$ cat src/rtl/tim_apb_master.sv
// -----------------------------------------------------------------------------
// tim_apb_master
//   APB4 requester for the timer block. Accepts one command at a time on a
//   valid/ready channel, runs it as a SETUP + ACCESS transfer on the tim_* bus,
//   and returns read data / error status on a valid/ready response channel.
//   Misaligned addresses (addr[1:0] != 0) never reach the bus and complete
//   with an error.
//
// Optional feature (compile-time macro TIM_APB_TIMEOUT_EN):
//   When defined, an ACCESS phase that sees TIMEOUT_CYC cycles with
//   tim_pready low is abandoned and answered with slverr = 1, timeout = 1.
//   When undefined, ACCESS waits indefinitely and rsp_timeout is tied low.
//
// Ports:
//   sys_clk, sys_rst      clock, synchronous active-high reset
//   cmd_valid/cmd_ready   command handshake (ready only while idle)
//   cmd_write/addr/wdata/strb  command payload
//   rsp_valid/rsp_ready   response handshake
//   rsp_rdata/slverr/timeout   response payload (held stable while valid)
//   tim_psel/penable/pwrite/paddr/pwdata/pstrb   APB request outputs
//   tim_prdata/pready/pslverr                    APB completion inputs
// -----------------------------------------------------------------------------
module tim_apb_master #(
  parameter int ADDR_W      = 12,
  parameter int DATA_W      = 32,
  parameter int TIMEOUT_CYC = 16
) (
  input  logic                  sys_clk,
  input  logic                  sys_rst,
  input  logic                  cmd_valid,
  output logic                  cmd_ready,
  input  logic                  cmd_write,
  input  logic [ADDR_W-1:0]     cmd_addr,
  input  logic [DATA_W-1:0]     cmd_wdata,
  input  logic [DATA_W/8-1:0]   cmd_strb,
  output logic                  rsp_valid,
  input  logic                  rsp_ready,
  output logic [DATA_W-1:0]     rsp_rdata,
  output logic                  rsp_slverr,
  output logic                  rsp_timeout,
  output logic                  tim_psel,
  output logic                  tim_penable,
  output logic                  tim_pwrite,
  output logic [ADDR_W-1:0]     tim_paddr,
  output logic [DATA_W-1:0]     tim_pwdata,
  output logic [DATA_W/8-1:0]   tim_pstrb,
  input  logic [DATA_W-1:0]     tim_prdata,
  input  logic                  tim_pready,
  input  logic                  tim_pslverr
);

  localparam int STRB_W = DATA_W / 8;

  localparam logic [2:0] S_IDLE   = 3'd0;
  localparam logic [2:0] S_SETUP  = 3'd1;
  localparam logic [2:0] S_ACCESS = 3'd2;
  localparam logic [2:0] S_ERR    = 3'd3;
  localparam logic [2:0] S_RESP   = 3'd4;

  // Elaboration-time guard on the parameter set this block is built for.
  if (ADDR_W < 2 || (DATA_W % 8) != 0 || TIMEOUT_CYC < 1 || TIMEOUT_CYC > 255)
  begin : g_param_check
    $error("tim_apb_master: unsupported ADDR_W/DATA_W/TIMEOUT_CYC");
  end

  logic [2:0]        state_q,  state_d;
  logic              write_q,  write_d;
  logic [ADDR_W-1:0] addr_q,   addr_d;
  logic [DATA_W-1:0] wdata_q,  wdata_d;
  logic [STRB_W-1:0] strb_q,   strb_d;
  logic [DATA_W-1:0] rdata_q,  rdata_d;
  logic              slverr_q, slverr_d;

`ifdef TIM_APB_TIMEOUT_EN
  // The counter holds the number of stalled ACCESS cycles already seen; a
  // stalled cycle while it equals TIMEOUT_CYC-1 is the one that makes it
  // reach the limit, so that cycle aborts (unless pready arrives, which wins).
  localparam logic [7:0] TIMEOUT_LAST = 8'(TIMEOUT_CYC - 1);
  logic [7:0] cnt_q,     cnt_d;
  logic       timeout_q, timeout_d;
`endif

  // Bus and handshake controls are pure decodes of the state register, so
  // they change only on clock edges and a reset drops psel/penable at once.
  assign cmd_ready   = (state_q == S_IDLE);
  assign rsp_valid   = (state_q == S_RESP);
  assign tim_psel    = (state_q == S_SETUP) || (state_q == S_ACCESS);
  assign tim_penable = (state_q == S_ACCESS);
  assign tim_pwrite  = write_q;
  assign tim_paddr   = addr_q;
  assign tim_pwdata  = wdata_q;
  assign tim_pstrb   = strb_q;
  assign rsp_rdata   = rdata_q;
  assign rsp_slverr  = slverr_q;
`ifdef TIM_APB_TIMEOUT_EN
  assign rsp_timeout = timeout_q;
`else
  assign rsp_timeout = 1'b0;
`endif

  always_comb begin
    // NOTE: every variable assigned here first gets a hold-value default, so
    // no path through the case statement can leave one unassigned and infer
    // a latch.
    state_d  = state_q;
    write_d  = write_q;
    addr_d   = addr_q;
    wdata_d  = wdata_q;
    strb_d   = strb_q;
    rdata_d  = rdata_q;
    slverr_d = slverr_q;
`ifdef TIM_APB_TIMEOUT_EN
    cnt_d     = cnt_q;
    timeout_d = timeout_q;
`endif

    case (state_q)
      S_IDLE: begin
        if (cmd_valid) begin
          write_d = cmd_write;
          addr_d  = cmd_addr;
          // Reads present all-zero data and strobes on the bus.
          wdata_d = cmd_write ? cmd_wdata : '0;
          strb_d  = cmd_write ? cmd_strb  : '0;
          state_d = (cmd_addr[1:0] == 2'b00) ? S_SETUP : S_ERR;
        end
      end

      S_SETUP: begin
        state_d = S_ACCESS;
`ifdef TIM_APB_TIMEOUT_EN
        cnt_d = 8'd0;
`endif
      end

      S_ACCESS: begin
        if (tim_pready) begin
          rdata_d  = write_q ? '0 : tim_prdata;
          slverr_d = tim_pslverr;
          state_d  = S_RESP;
`ifdef TIM_APB_TIMEOUT_EN
          timeout_d = 1'b0;
        end else if (cnt_q == TIMEOUT_LAST) begin
          rdata_d   = '0;
          slverr_d  = 1'b1;
          timeout_d = 1'b1;
          state_d   = S_RESP;
        end else begin
          cnt_d = cnt_q + 8'd1;
`endif
        end
      end

      S_ERR: begin
        rdata_d  = '0;
        slverr_d = 1'b1;
        state_d  = S_RESP;
`ifdef TIM_APB_TIMEOUT_EN
        timeout_d = 1'b0;
`endif
      end

      S_RESP: begin
        if (rsp_ready) state_d = S_IDLE;
      end

      default: state_d = S_IDLE;
    endcase
  end

  // NOTE: state registers use non-blocking assignments so every flop samples
  // the pre-edge values computed above, independent of statement order.
  always_ff @(posedge sys_clk) begin
    if (sys_rst) begin
      state_q  <= S_IDLE;
      write_q  <= 1'b0;
      addr_q   <= '0;
      wdata_q  <= '0;
      strb_q   <= '0;
      rdata_q  <= '0;
      slverr_q <= 1'b0;
`ifdef TIM_APB_TIMEOUT_EN
      cnt_q     <= 8'd0;
      timeout_q <= 1'b0;
`endif
    end else begin
      state_q  <= state_d;
      write_q  <= write_d;
      addr_q   <= addr_d;
      wdata_q  <= wdata_d;
      strb_q   <= strb_d;
      rdata_q  <= rdata_d;
      slverr_q <= slverr_d;
`ifdef TIM_APB_TIMEOUT_EN
      cnt_q     <= cnt_d;
      timeout_q <= timeout_d;
`endif
    end
  end

endmodule

$ cat config.mk
export PLATFORM = sky130hd
export DESIGN_NAME = tim_apb_master
export DESIGN_NICKNAME = d
export VERILOG_FILES = /design/src/rtl/tim_apb_master.sv
export SDC_FILE = /design/constraint.sdc
export NUM_CORES = 1
export LEC_CHECK = 0
export CORE_ASPECT_RATIO = 1.2
export CORE_MARGIN = 2
export CORE_UTILIZATION = 60
export DETAILED_ROUTE_END_ITERATION = 12
export DONT_BUFFER_PORTS = 1
export GPL_ROUTABILITY_DRIVEN = 0
export PLACE_DENSITY = 0.87
export RECOVER_POWER = 50
export SYNTH_ARGS = -nofsm -noshare
export SYNTH_HDL_FRONTEND = slang
export SYNTH_SLANG_ARGS = --single-unit
export TNS_END_PERCENT = 10
$ cat constraint.sdc
create_clock -name sys_clk -period 3.79 [get_ports sys_clk]
set_input_delay 1.137 -clock sys_clk [delete_from_list [all_inputs] [get_ports sys_clk]]
set_output_delay 1.137 -clock sys_clk [all_outputs]
set_load 0.01 [all_outputs]
* Yosys cells after proc, flatten, opt, wreduce, memory -nomap -nowiden
Index checks and enable logic that the tools add are counted.
** Word-level totals
- Register bits :: 85
- Bits in latches :: 0
- Bits in writable memories :: 0
- ROM bits :: 0
- Input port bits :: 87
- Logic and storage cells :: 33
- Memories :: 0
** Operators by class
- $add $sub $neg :: 0
- Multipliers :: 0
- Div/mod/pow operators :: 0
- $lt $le $gt $ge :: 0
- Equality and inequality tests :: 7
- Shifts and indexed selects :: 0
- Muxes and demuxes :: 12
- Bitwise gates (word level) :: 0
- Reductions and logical operators :: 7
** Operator list (count)
- $mux W32 :: 3
- $pmux W32 S2 :: 1
- $pmux W3 S5 :: 1
- $mux W3 :: 3
- $eq A3 B2 Y1 const B :: 2
- $mux W4 :: 1
- $ne A2 B1 Y1 const B :: 2
- $reduce_and A2 Y1 :: 2
- $eq A3 B1 Y1 const B :: 1
- $eq A3 B3 Y1 const B :: 1
- $logic_not A3 Y1 :: 1
- $reduce_and A3 Y1 :: 1
- $logic_not A2 Y1 :: 1
- $mux W2 :: 1
- $ne A2 B2 Y1 const B :: 1
- $pmux W1 S2 :: 1
- $reduce_bool A2 Y1 :: 1
- $logic_or A1 B1 Y1 :: 1
- $mux W1 :: 1

* Longest topological paths before layout
Gate-level depths: netlist of the first run.
- Word-level depth :: 4
- Depth in mapped cells :: 6
- Mapped depth without buffers :: 3

* Least setup slack after synthesis of the first run
Ideal clock, no wire load.
- Path kind :: in2reg
- Start point :: input cmd_valid
- End point :: register write_q, in the netlist tim_pwrite
- Library setup time :: 0.132 ns
- Arrival :: 1.946 ns
- Data required time :: 3.658 ns
- Slack :: 1.712 ns
- Stages :: 5
- Path buffers :: 2
- Cells stage by stage :: or4b_4 buf_6 buf_6 nand2_1 a21oi_1
** Between the ends
- Cells in the longest elaborated chain, start to end :: 1
** RTL lines
- start, declared :: line 30 : input logic cmd_valid,
- $reduce_and A2 Y1 (no source line)
- end signal, assigned :: line 188 : write_q <= write_d;
- end, declared :: line 67 : logic write_q, write_d;
No other way between the ends.
A chain may end at the register's enable or synchronous reset.

* Worst setup path after layout of the first run
- Start point :: register state_q[2]
- End point :: output rsp_valid
** Between the ends
- Cells in the longest elaborated chain, start to end :: 1
** RTL lines
- start, declared :: line 66 : logic [2:0] state_q, state_d;
- start signal, assigned :: line 187 : state_q <= state_d;
- $eq A3 B3 Y1 :: line 86 : assign rsp_valid = (state_q == S_RESP);
- end, declared :: line 36 : output logic rsp_valid,
No other way between the ends.

==> results of run 1 <==
-- final cells by class --
type / instances / area [sq um] / share of cell area [%]
timing repair buffer: 3 / 18.8 / 0.608
clock buffer: 11 / 141 / 4.58
sequential: 85 / 1700 / 55.1
multi-input combinational: 204 / 1120 / 36.2
clock inverter: 4 / 25.0 / 0.811
tap: 60 / 75.1 / 2.43
inverter: 2 / 7.51 / 0.243
-- layout by cell type (no fill, tap or decap), drive strengths merged --
master	count
nor3b	1
nor4b	2
buf	2
a22o	32
and2	1
nand2b	1
a21oi	51
a311oi	1
nand2	63
nor3	3
dfxtp	85
nor2	3
a22oi	1
or2	1
nor4	1
inv	2
or4b	1
conb	1
a2111oi	1
o21a	1
clkinv	2
xnor2	1
o21bai	1
nor2b	1
clkbuf	12
nand3	36
clkinvlp	2
-- cells by family (layout without fill, tap and decap cells) --
kind of cell | after synthesis | count (layout)
DFF | 85 | 85
xor gates and xnor gates | 1 | 1
other | 1 | 1
and+or+nand+nor | 114 | 114
buffers and inverters | 33 | 20
AOI/OAI and AO/OA | 88 | 88
-- per-stage QoR --
step / hold slack (ns) / area, sq um / power [mW]
2_1_floorplan: 0.476 / 3080 / 1.22
3_3_place_gp: 0.482 / 2950 / 1.20
3_5_place_dp: 0.486 / 2950 / 1.21
4_1_cts: 0.497 / 3120 / 1.74
5_1_grt: 0.512 / 3090 / 1.80
6_report: 0.495 / 3090 / 1.72
-- worst min-delay path: stages, from the launching register on --
cell	delay (ns)
dfxtp_1	0.35
nand2_1	0.07
a21oi_1	0.05
-- worst paths after layout --
path / to / from / slack [ns] / cells after the start
worst max-delay path: rsp_valid / state_q[2] / 1.27 / 1
worst min-delay path: tim_pwdata[11] / tim_pwdata[11] / 0.49 / 2
worst max register to register: rsp_rdata[2] / state_q[1] / 1.41 / 4
worst min register to register: tim_pwdata[11] / tim_pwdata[11] / 0.49 / 2
-- power by group --
part / switching (mW) / internal [mW] / leakage (nW)
clock: 0.294 / 0.251 / 0.0812
combinational: 0.102 / 0.0585 / 0.324
sequential: 0.0722 / 0.948 / 0.691
total: 0.468 / 1.26 / 1.10
-- flip-flops by register name, indices dropped and copies added, names as in the netlist --
name	count
tim_paddr	12
tim_pwdata	32
state_q	3
rsp_slverr	1
rsp_rdata	32
tim_pwrite	1
tim_pstrb	4
-- routing by layer --
layer	up-vias	part of all wire (%)
met2	115	51
met5	-	0
met1	1059	38
li1	1083	-
met3	7	9.6
met4	0	1.0
==> impl_metrics.py, run 1 <==
metrics = {
    "clock_network": {
        "tritoncts": "yes",
        "post_cts_buffers": 0,
        "cts_resized": 0,
        "cts_max_level": 3,
        "path_clk_slew_ns": 0.08,
        "clockBufferDepth": 2,
        "cts_inserted_buffers": 9,
        "postCtsHoldBufs": 0,
        "root_buffer": "clkbuf_8",
        "numClockSinks": 85,
        "clk_latency_ns": 0.33,
    },
    "timing": {
        "max_freq_mhz": 398,
        "clock_skew_ns": 0.00780,
        "tightest_slew_ns": 1.54,
        "period_needed_ns": 2.52,
        "final_hold_viol_count": 0,
        "finalSetupViolations": 0,
        "tns_ns": 0,
        "layout_setup_ws_ns": 1.27,
        "period_share_pct": 66.4,
        "maxSlewHeadroom_pct": -2.75,
        "drv_slew": 51,
        "grt_setup_unrepaired": "false",
    },
    "floorplan": {
        "initial_core_util_pct": 62.3,
        "die_w_um": 69.4,
        "core-area_sq_um": 4940,
        "io_pins": 174,
        "fp.dieArea_sq_um": 5720,
        "rows": 28,
        "die_y_um": 82.5,
    },
    "power": {
        "vdd_drop_max_mv": 0.320,
        "p_leak_nw": 1.10,
        "power.density_nw_per_um2": 559,
    },
    "synth": {
        "synth_top_area_cell": "dfxtp_1",
        "synth_top_family_by_area": "compound AO/OA/AOI/OAI gates",
        "syn_avg_cell_area_sq_um": 9.56,
        "ys.flop_type": "dfxtp_1",
        "synthMuxAreaShare_pct": 0,
        "async_reset_ff_share_pct": 0,
        "synthAdderAreaFrac_pct": 0,
        "synth_fp_nets": 409,
        "ys_top_cells_by_count": "dfxtp_1, nand2_1, a21oi_1",
        "synthSimpleGateAreaFrac_pct": 17.9,
        "synthesis.area_sq_um": 3080,
        "synth_edf_count": 0,
        "ys_warn_count": 0,
        "synth_compound_area_share_pct": 18.8,
        "synth_xor_area_share_pct": 0.285,
        "synth.most_common_cell": "dfxtp_1",
        "yosysSeqAreaShare_pct": 55.3,
        "synth.distinct_cells": 30,
        "postSynthCellCount": 322,
        "synth_top_area_share_pct": 55.3,
        "synthTopCellsByArea": "dfxtp_1, a22o_1, a21oi_1",
        "ys_ff_latch": 85,
    },
    "detailed_routing": {
        "drcViolationCount": 0,
        "vias": 2264,
        "avgViaCountPerCell": 6.14,
        "firstDrtPassIters": 4,
        "postRouteAntennaNets": 0,
        "wl_per_cell_um": 17.7,
        "drtIter0Drc": 106,
        "finalWirelength_um": 6520,
    },
    "place": {
        "dp_hpwl_um": 4400,
        "post-place-ws_ns": 1.58,
        "dp.cells": 354,
        "port_buffers": 0,
    },
    "status": {
        "status": "complete, but fails checks",
        "violations": "max-capacitance violations, max-slew violations",
    },
    "global_routing": {
        "use_met2_pct": 37.8,
        "grt_pass1_wl_um": 9820,
        "grtUsageTotal_pct": 21.3,
        "grtUsageMet3_pct": 7.52,
        "gr-total-overflow": 0,
        "grt_pass1_vias": 2110,
        "grt_most_used_layer": "met2",
        "grt_max_degree": 56,
        "antenna_found_initial": 0,
        "use_met1_pct": 23.7,
    },
    "layout": {
        "syn_to_final_growth_pct": 0.244,
        "final_core_util_pct": 62.5,
        "n_fill_cell": 420,
        "diodes": 0,
        "stdcell_count": 369,
        "final_nets": 392,
        "drive_gt1_share_pct": 6.15,
    },
    "job": {
        "maxCapViolCount": 1,
    },
    "setup_path": {
        "worst-path-buf-inv": 0,
        "critPathArrivalTime_ns": 1.38,
        "cp-end-kind": "primary output",
        "start_kind": "register",
        "required_ns": 2.65,
        "crit_chain": "nor3b_1",
        "cpMaxStageDelayCell": "dfxtp_1",
        "path_max_fanout": 10,
        "cp_top_family": "flip-flops",
        "critPathMaxStageDelay_ns": 0.56,
        "crit_type": "reg2out",
    },
    "min_path": {
        "hp-class": "reg2reg",
    },
}
No activity file was read; power rests on OpenSTA's default activity.
==> run 2: changes to the inputs <==
--- a/config.mk
+++ b/config.mk
@@ -7,11 +7,11 @@
 export LEC_CHECK = 0
 export CORE_ASPECT_RATIO = 1.2
 export CORE_MARGIN = 2
-export CORE_UTILIZATION = 60
+export CORE_UTILIZATION = 55
 export DETAILED_ROUTE_END_ITERATION = 12
 export DONT_BUFFER_PORTS = 1
 export GPL_ROUTABILITY_DRIVEN = 0
-export PLACE_DENSITY = 0.87
+export PLACE_DENSITY = 0.84
 export RECOVER_POWER = 50
 export SYNTH_ARGS = -nofsm -noshare
 export SYNTH_HDL_FRONTEND = slang
==> constraint.sdc (replaced) <==
create_clock -name sys_clk -period 2.2 [get_ports sys_clk]
set_input_delay 0.66 -clock sys_clk [delete_from_list [all_inputs] [get_ports sys_clk]]
set_output_delay 0.66 -clock sys_clk [all_outputs]
set_load 0.01 [all_outputs]
==> run 2 against run 1 <==
Compared with the run above: the flow now finishes without violations; worst setup slack worse by 1.1 ns; largest cell class unchanged; combinational power rose by 84%; sequential power up 73%; routed wire length rose by 1.0%; power rose by 87%; sequential share of layout area fell by 1.7 points; first-iteration DRC count down 10%; final area increased by 3.2%; critical path type unchanged.
==> impl_metrics.py, run 2 (synthesis gave the netlist of run 1 again) <==
metrics = {
    "global_routing": {
        "use_met1_pct": 24.9,
        "grtUsageTotal_pct": 20.7,
        "grt_most_used_layer": "met2",
        "grt_pass1_vias": 2057,
        "grt_max_degree": 56,
        "grt_pass1_wl_um": 10100,
        "antenna_found_initial": 0,
        "gr-total-overflow": 0,
        "use_met2_pct": 33.5,
        "grtUsageMet3_pct": 6.93,
    },
    "layout": {
        "stdcell_count": 371,
        "final_cell_mix": "dfxtp_1, nand2_1, a21oi_1",
        "final_nets": 392,
        "syn_to_final_growth_pct": 3.41,
        "final_area_sq_um": 3180,
        "drive_gt1_share_pct": 7.77,
        "final_common_cell": "dfxtp_1",
        "final_core_util_pct": 59.7,
        "diodes": 0,
    },
    "floorplan": {
        "die_y_um": 86.0,
        "initial_core_util_pct": 57.7,
        "fp.dieArea_sq_um": 6210,
        "die_w_um": 72.3,
        "rows": 29,
        "io_pins": 174,
        "core-area_sq_um": 5330,
    },
    "clock_network": {
        "numClockSinks": 85,
        "cts_inserted_buffers": 9,
        "cts_max_level": 3,
        "postCtsHoldBufs": 0,
        "clockBufferDepth": 2,
        "path_clk_slew_ns": 0.08,
        "root_buffer": "clkbuf_8",
        "clk_latency_ns": 0.33,
        "tritoncts": "yes",
    },
    "timing": {
        "clock_skew_ns": 0.00735,
        "holdWs_ns": 0.383,
        "maxSlewHeadroom_pct": 66.1,
        "drv_slew": 0,
        "tightest_slew_ns": 0.508,
        "grt_setup_unrepaired": "false",
        "layout_setup_ws_ns": 0.215,
        "max_freq_mhz": 504,
        "period_share_pct": 90.2,
        "final_hold_viol_count": 0,
        "period_needed_ns": 1.99,
        "finalSetupViolations": 0,
        "tns_ns": 0,
    },
    "place": {
        "dp.cells": 356,
        "port_buffers": 0,
        "post-place-ws_ns": 0.453,
        "dp_hpwl_um": 4460,
        "place_area_sq_um": 2960,
    },
    "min_path": {
        "hp-class": "in2reg",
    },
    "setup_path": {
        "critPathArrivalTime_ns": 1.33,
        "crit_type": "reg2out",
        "cp-end-kind": "primary output",
        "required_ns": 1.54,
        "start_kind": "register",
        "path_max_fanout": 12,
    },
    "detailed_routing": {
        "drtIter0Drc": 95,
        "postRouteAntennaNets": 0,
        "firstDrtPassIters": 4,
        "wl_per_cell_um": 17.7,
        "vias": 2180,
        "finalWirelength_um": 6580,
        "drcViolationCount": 0,
        "avgViaCountPerCell": 5.88,
    },
    "status": {
        "status": "finished, final reports clean",
    },
    "power": {
        "power.density_nw_per_um2": 1010,
        "p_leak_nw": 1.15,
        "p_total_mw": 3.22,
        "vdd_drop_max_mv": 0.525,
    },
    "job": {
        "maxCapViolCount": 0,
    },
}
[run 2: cell type report]
cell class | count | area [sq um]
clock buffers | 11 | 141
clock inverters | 4 | 72.6
fillers | 460 | 2150
inverters | 2 | 7.51
multi-input cells | 204 | 1150
flip-flops and latches | 85 | 1700
well taps | 62 | 77.6
repair buffers | 3 | 35.0
[run 2: worst max-delay path: stages (launching register included)]
cell     delay (ns)
dfxtp_1        0.64
xnor2_1        0.13
nor2_1         0.23
[run 2: report_power, final]
group / switching, mW / internal [mW] / total (mW)
clock network: 0.501 / 0.663 / 1.16
logic: 0.180 / 0.115 / 0.295
registers: 0.128 / 1.63 / 1.76
total: 0.809 / 2.41 / 3.22
[run 2: metal layers]
metal / wire length, um / part of all wire [%]
met4: 80 / 1.2
met3: 671 / 10
met5: 0 / 0
met2: 3210 / 49
met1: 2620 / 40
[run 2: timing repair]
action,in CTS,in global routing
buffers inserted,0,0
endpoints found under the setup margin,0,1
resized for setup,0,1
[run 2: worst paths after layout]
path | end | from | cells past startpoint | slack [ns]
max | tim_psel | state_q[1] | 2 | 0.21
max reg2reg | tim_pwdata[18] | state_q[1] | 3 | 0.52
min reg2reg | tim_pwdata[22] | tim_pwdata[22] | 2 | 0.49
min | tim_pwdata[9] | sys_rst | 1 | 0.38
==> run 3: changes to the inputs <==
--- a/config.mk
+++ b/config.mk
@@ -7,11 +7,11 @@
 export LEC_CHECK = 0
 export CORE_ASPECT_RATIO = 1.2
 export CORE_MARGIN = 2
-export CORE_UTILIZATION = 55
+export CORE_UTILIZATION = 60
 export DETAILED_ROUTE_END_ITERATION = 12
 export DONT_BUFFER_PORTS = 1
 export GPL_ROUTABILITY_DRIVEN = 0
-export PLACE_DENSITY = 0.84
+export PLACE_DENSITY = 0.87
 export RECOVER_POWER = 50
 export SYNTH_ARGS = -nofsm -noshare
 export SYNTH_HDL_FRONTEND = slang
==> constraint.sdc (replaced) <==
create_clock -name sys_clk -period 2.05 [get_ports sys_clk]
set_input_delay 0.615 -clock sys_clk [delete_from_list [all_inputs] [get_ports sys_clk]]
set_output_delay 0.615 -clock sys_clk [all_outputs]
set_load 0.01 [all_outputs]
==> run 3 against run 2 <==
Compared with the run above: clock-buffer cell count increased by 2; sequential cell count unchanged; hold slack got worse by 0.050 ns; final area rose by 0.75%; global-route usage grew 1.7 points; sequential power rose by 7%; worst setup slack worse by 0.074 ns; sequential share of layout area is 0.36 points lower; power increased by 9.4%; critical endpoint is now rsp_valid; largest cell class unchanged; largest power group unchanged.
==> impl_metrics.py, run 3 (synthesis gave the netlist of run 1 again) <==
metrics = {
    "timing": {
        "tns_ns": 0,
        "final_hold_viol_count": 0,
        "max_freq_mhz": 524,
        "period_share_pct": 93.1,
        "finalSetupViolations": 0,
        "grt_setup_unrepaired": "false",
        "clock_skew_ns": 0.0112,
        "drv_slew": 0,
        "holdWs_ns": 0.333,
        "period_needed_ns": 1.91,
    },
    "setup_path": {
        "critPathMaxStageDelay_ns": 0.57,
        "path_max_fanout": 10,
        "required_ns": 1.43,
        "crit_chain": "nor3b_2",
        "crit_type": "reg2out",
        "reg2reg_depth": 3,
        "cp_top_family": "flip-flops",
        "worst-path-buf-inv": 0,
        "cpMaxStageDelayCell": "dfxtp_1",
        "cp.depth": 1,
        "cp-end-kind": "primary output",
        "start_kind": "register",
        "critPathArrivalTime_ns": 1.29,
    },
    "clock_network": {
        "cts_max_level": 3,
        "cts_inserted_buffers": 9,
        "clk_latency_ns": 0.34,
        "clockBufferDepth": 2,
        "root_buffer": "clkbuf_8",
        "tritoncts": "yes",
        "path_clk_slew_ns": 0.08,
        "numClockSinks": 85,
    },
    "min_path": {
        "holdPathStages": 1,
        "hp-class": "in2reg",
    },
    "detailed_routing": {
        "finalWirelength_um": 6830,
        "wl_per_cell_um": 18.5,
        "drcViolationCount": 0,
        "firstDrtPassIters": 4,
        "postRouteAntennaNets": 0,
        "vias": 2287,
        "drtIter0Drc": 92,
        "avgViaCountPerCell": 6.18,
    },
    "global_routing": {
        "gr-total-overflow": 0,
        "use_met2_pct": 39.8,
        "grt_most_used_layer": "met2",
        "grt_pass1_vias": 2068,
        "grt_pass1_wl_um": 10100,
        "grt_max_degree": 56,
        "grtUsageTotal_pct": 22.4,
        "antenna_found_initial": 0,
        "use_met1_pct": 23.6,
        "grtUsageMet3_pct": 7.89,
    },
    "layout": {
        "final_nets": 392,
        "final_core_util_pct": 64.9,
        "syn_to_final_growth_pct": 4.19,
        "final_common_cell": "dfxtp_1",
        "diodes": 0,
        "final_cell_mix": "dfxtp_1, nand2_1, a21oi_1",
        "drive_gt1_share_pct": 8.06,
        "stdcell_count": 370,
    },
    "power": {
        "vdd_drop_max_mv": 0.599,
        "power.density_nw_per_um2": 1100,
        "p_total_mw": 3.52,
        "p_leak_nw": 1.16,
    },
    "floorplan": {
        "initial_core_util_pct": 62.3,
        "die_w_um": 69.4,
        "io_pins": 174,
        "die_y_um": 82.5,
        "core-area_sq_um": 4940,
        "rows": 28,
        "fp.dieArea_sq_um": 5720,
    },
    "place": {
        "dp.cells": 354,
        "dp_hpwl_um": 4630,
        "port_buffers": 0,
    },
    "job": {
        "maxCapViolCount": 0,
    },
    "status": {
        "status": "finished, final reports clean",
    },
}
run 3: cell count changes in the layout (fill, tap and decap cells not counted):
cell | previous run | this run
clkbuf_8 | 10 | 11
dfxtp_1 | 85 | 84
buf_12 | 1 | 2
buf_4 | 2 | 1
clkinv_2 | 1 | 0
clkbuf_1 | 1 | 2
dfxtp_2 | 0 | 1
run 3: routing by layer:
| metal | share of wire (%) | vias up | routed length [um] |
|---|---|---|---|
| met5 | 0 | - | 0 |
| met4 | 1.9 | 0 | 127 |
| met3 | 10 | 14 | 680 |
| met2 | 53 | 138 | 3650 |
| met1 | 35 | 1049 | 2370 |
| li1 | - | 1086 | - |
run 3: where the power goes:
group | total [mW] | switching (mW) | leakage (nW) | internal (mW)
Combinational | 0.322 | 0.194 | 0.356 | 0.128
Sequential | 1.89 | 0.138 | 0.691 | 1.75
Clock | 1.31 | 0.555 | 0.110 | 0.755
run 3: metrics by stage:
stage          cell area (sq um)  worst slack, ns
2_1_floorplan               3080            0.494
3_5_place_dp                2970            0.350
3_3_place_gp                2970            0.380
4_1_cts                     3200           0.0262
6_report                    3210            0.141
5_1_grt                     3210           0.0532
run 3: layout make-up:
type / instances / area, sq um
Fill cell: 401 / 1730
Sequential cell: 85 / 1700
Multi-Input combinational cell: 204 / 1150
Clock buffer: 13 / 159
Tap cell: 60 / 75.1
Clock inverter: 3 / 67.6
Timing Repair Buffer: 3 / 47.5
Inverter: 2 / 7.51
run 3: worst paths after layout:
kind | from | endpoint | slack (ns)
worst max-delay path | state_q[2] | rsp_valid | 0.14
worst min-delay path | sys_rst | tim_pwdata[8] | 0.33
worst min register to register | tim_pwdata[15] | tim_pwdata[15] | 0.49
worst max register to register | state_q[2] | tim_pwdata[11] | 0.39
run 3: repair_timing:
item	in CTS	in global routing
setup buffers	0	0
hold buffers	0	0
resized for setup	0	2
setup endpoints to repair	0	1
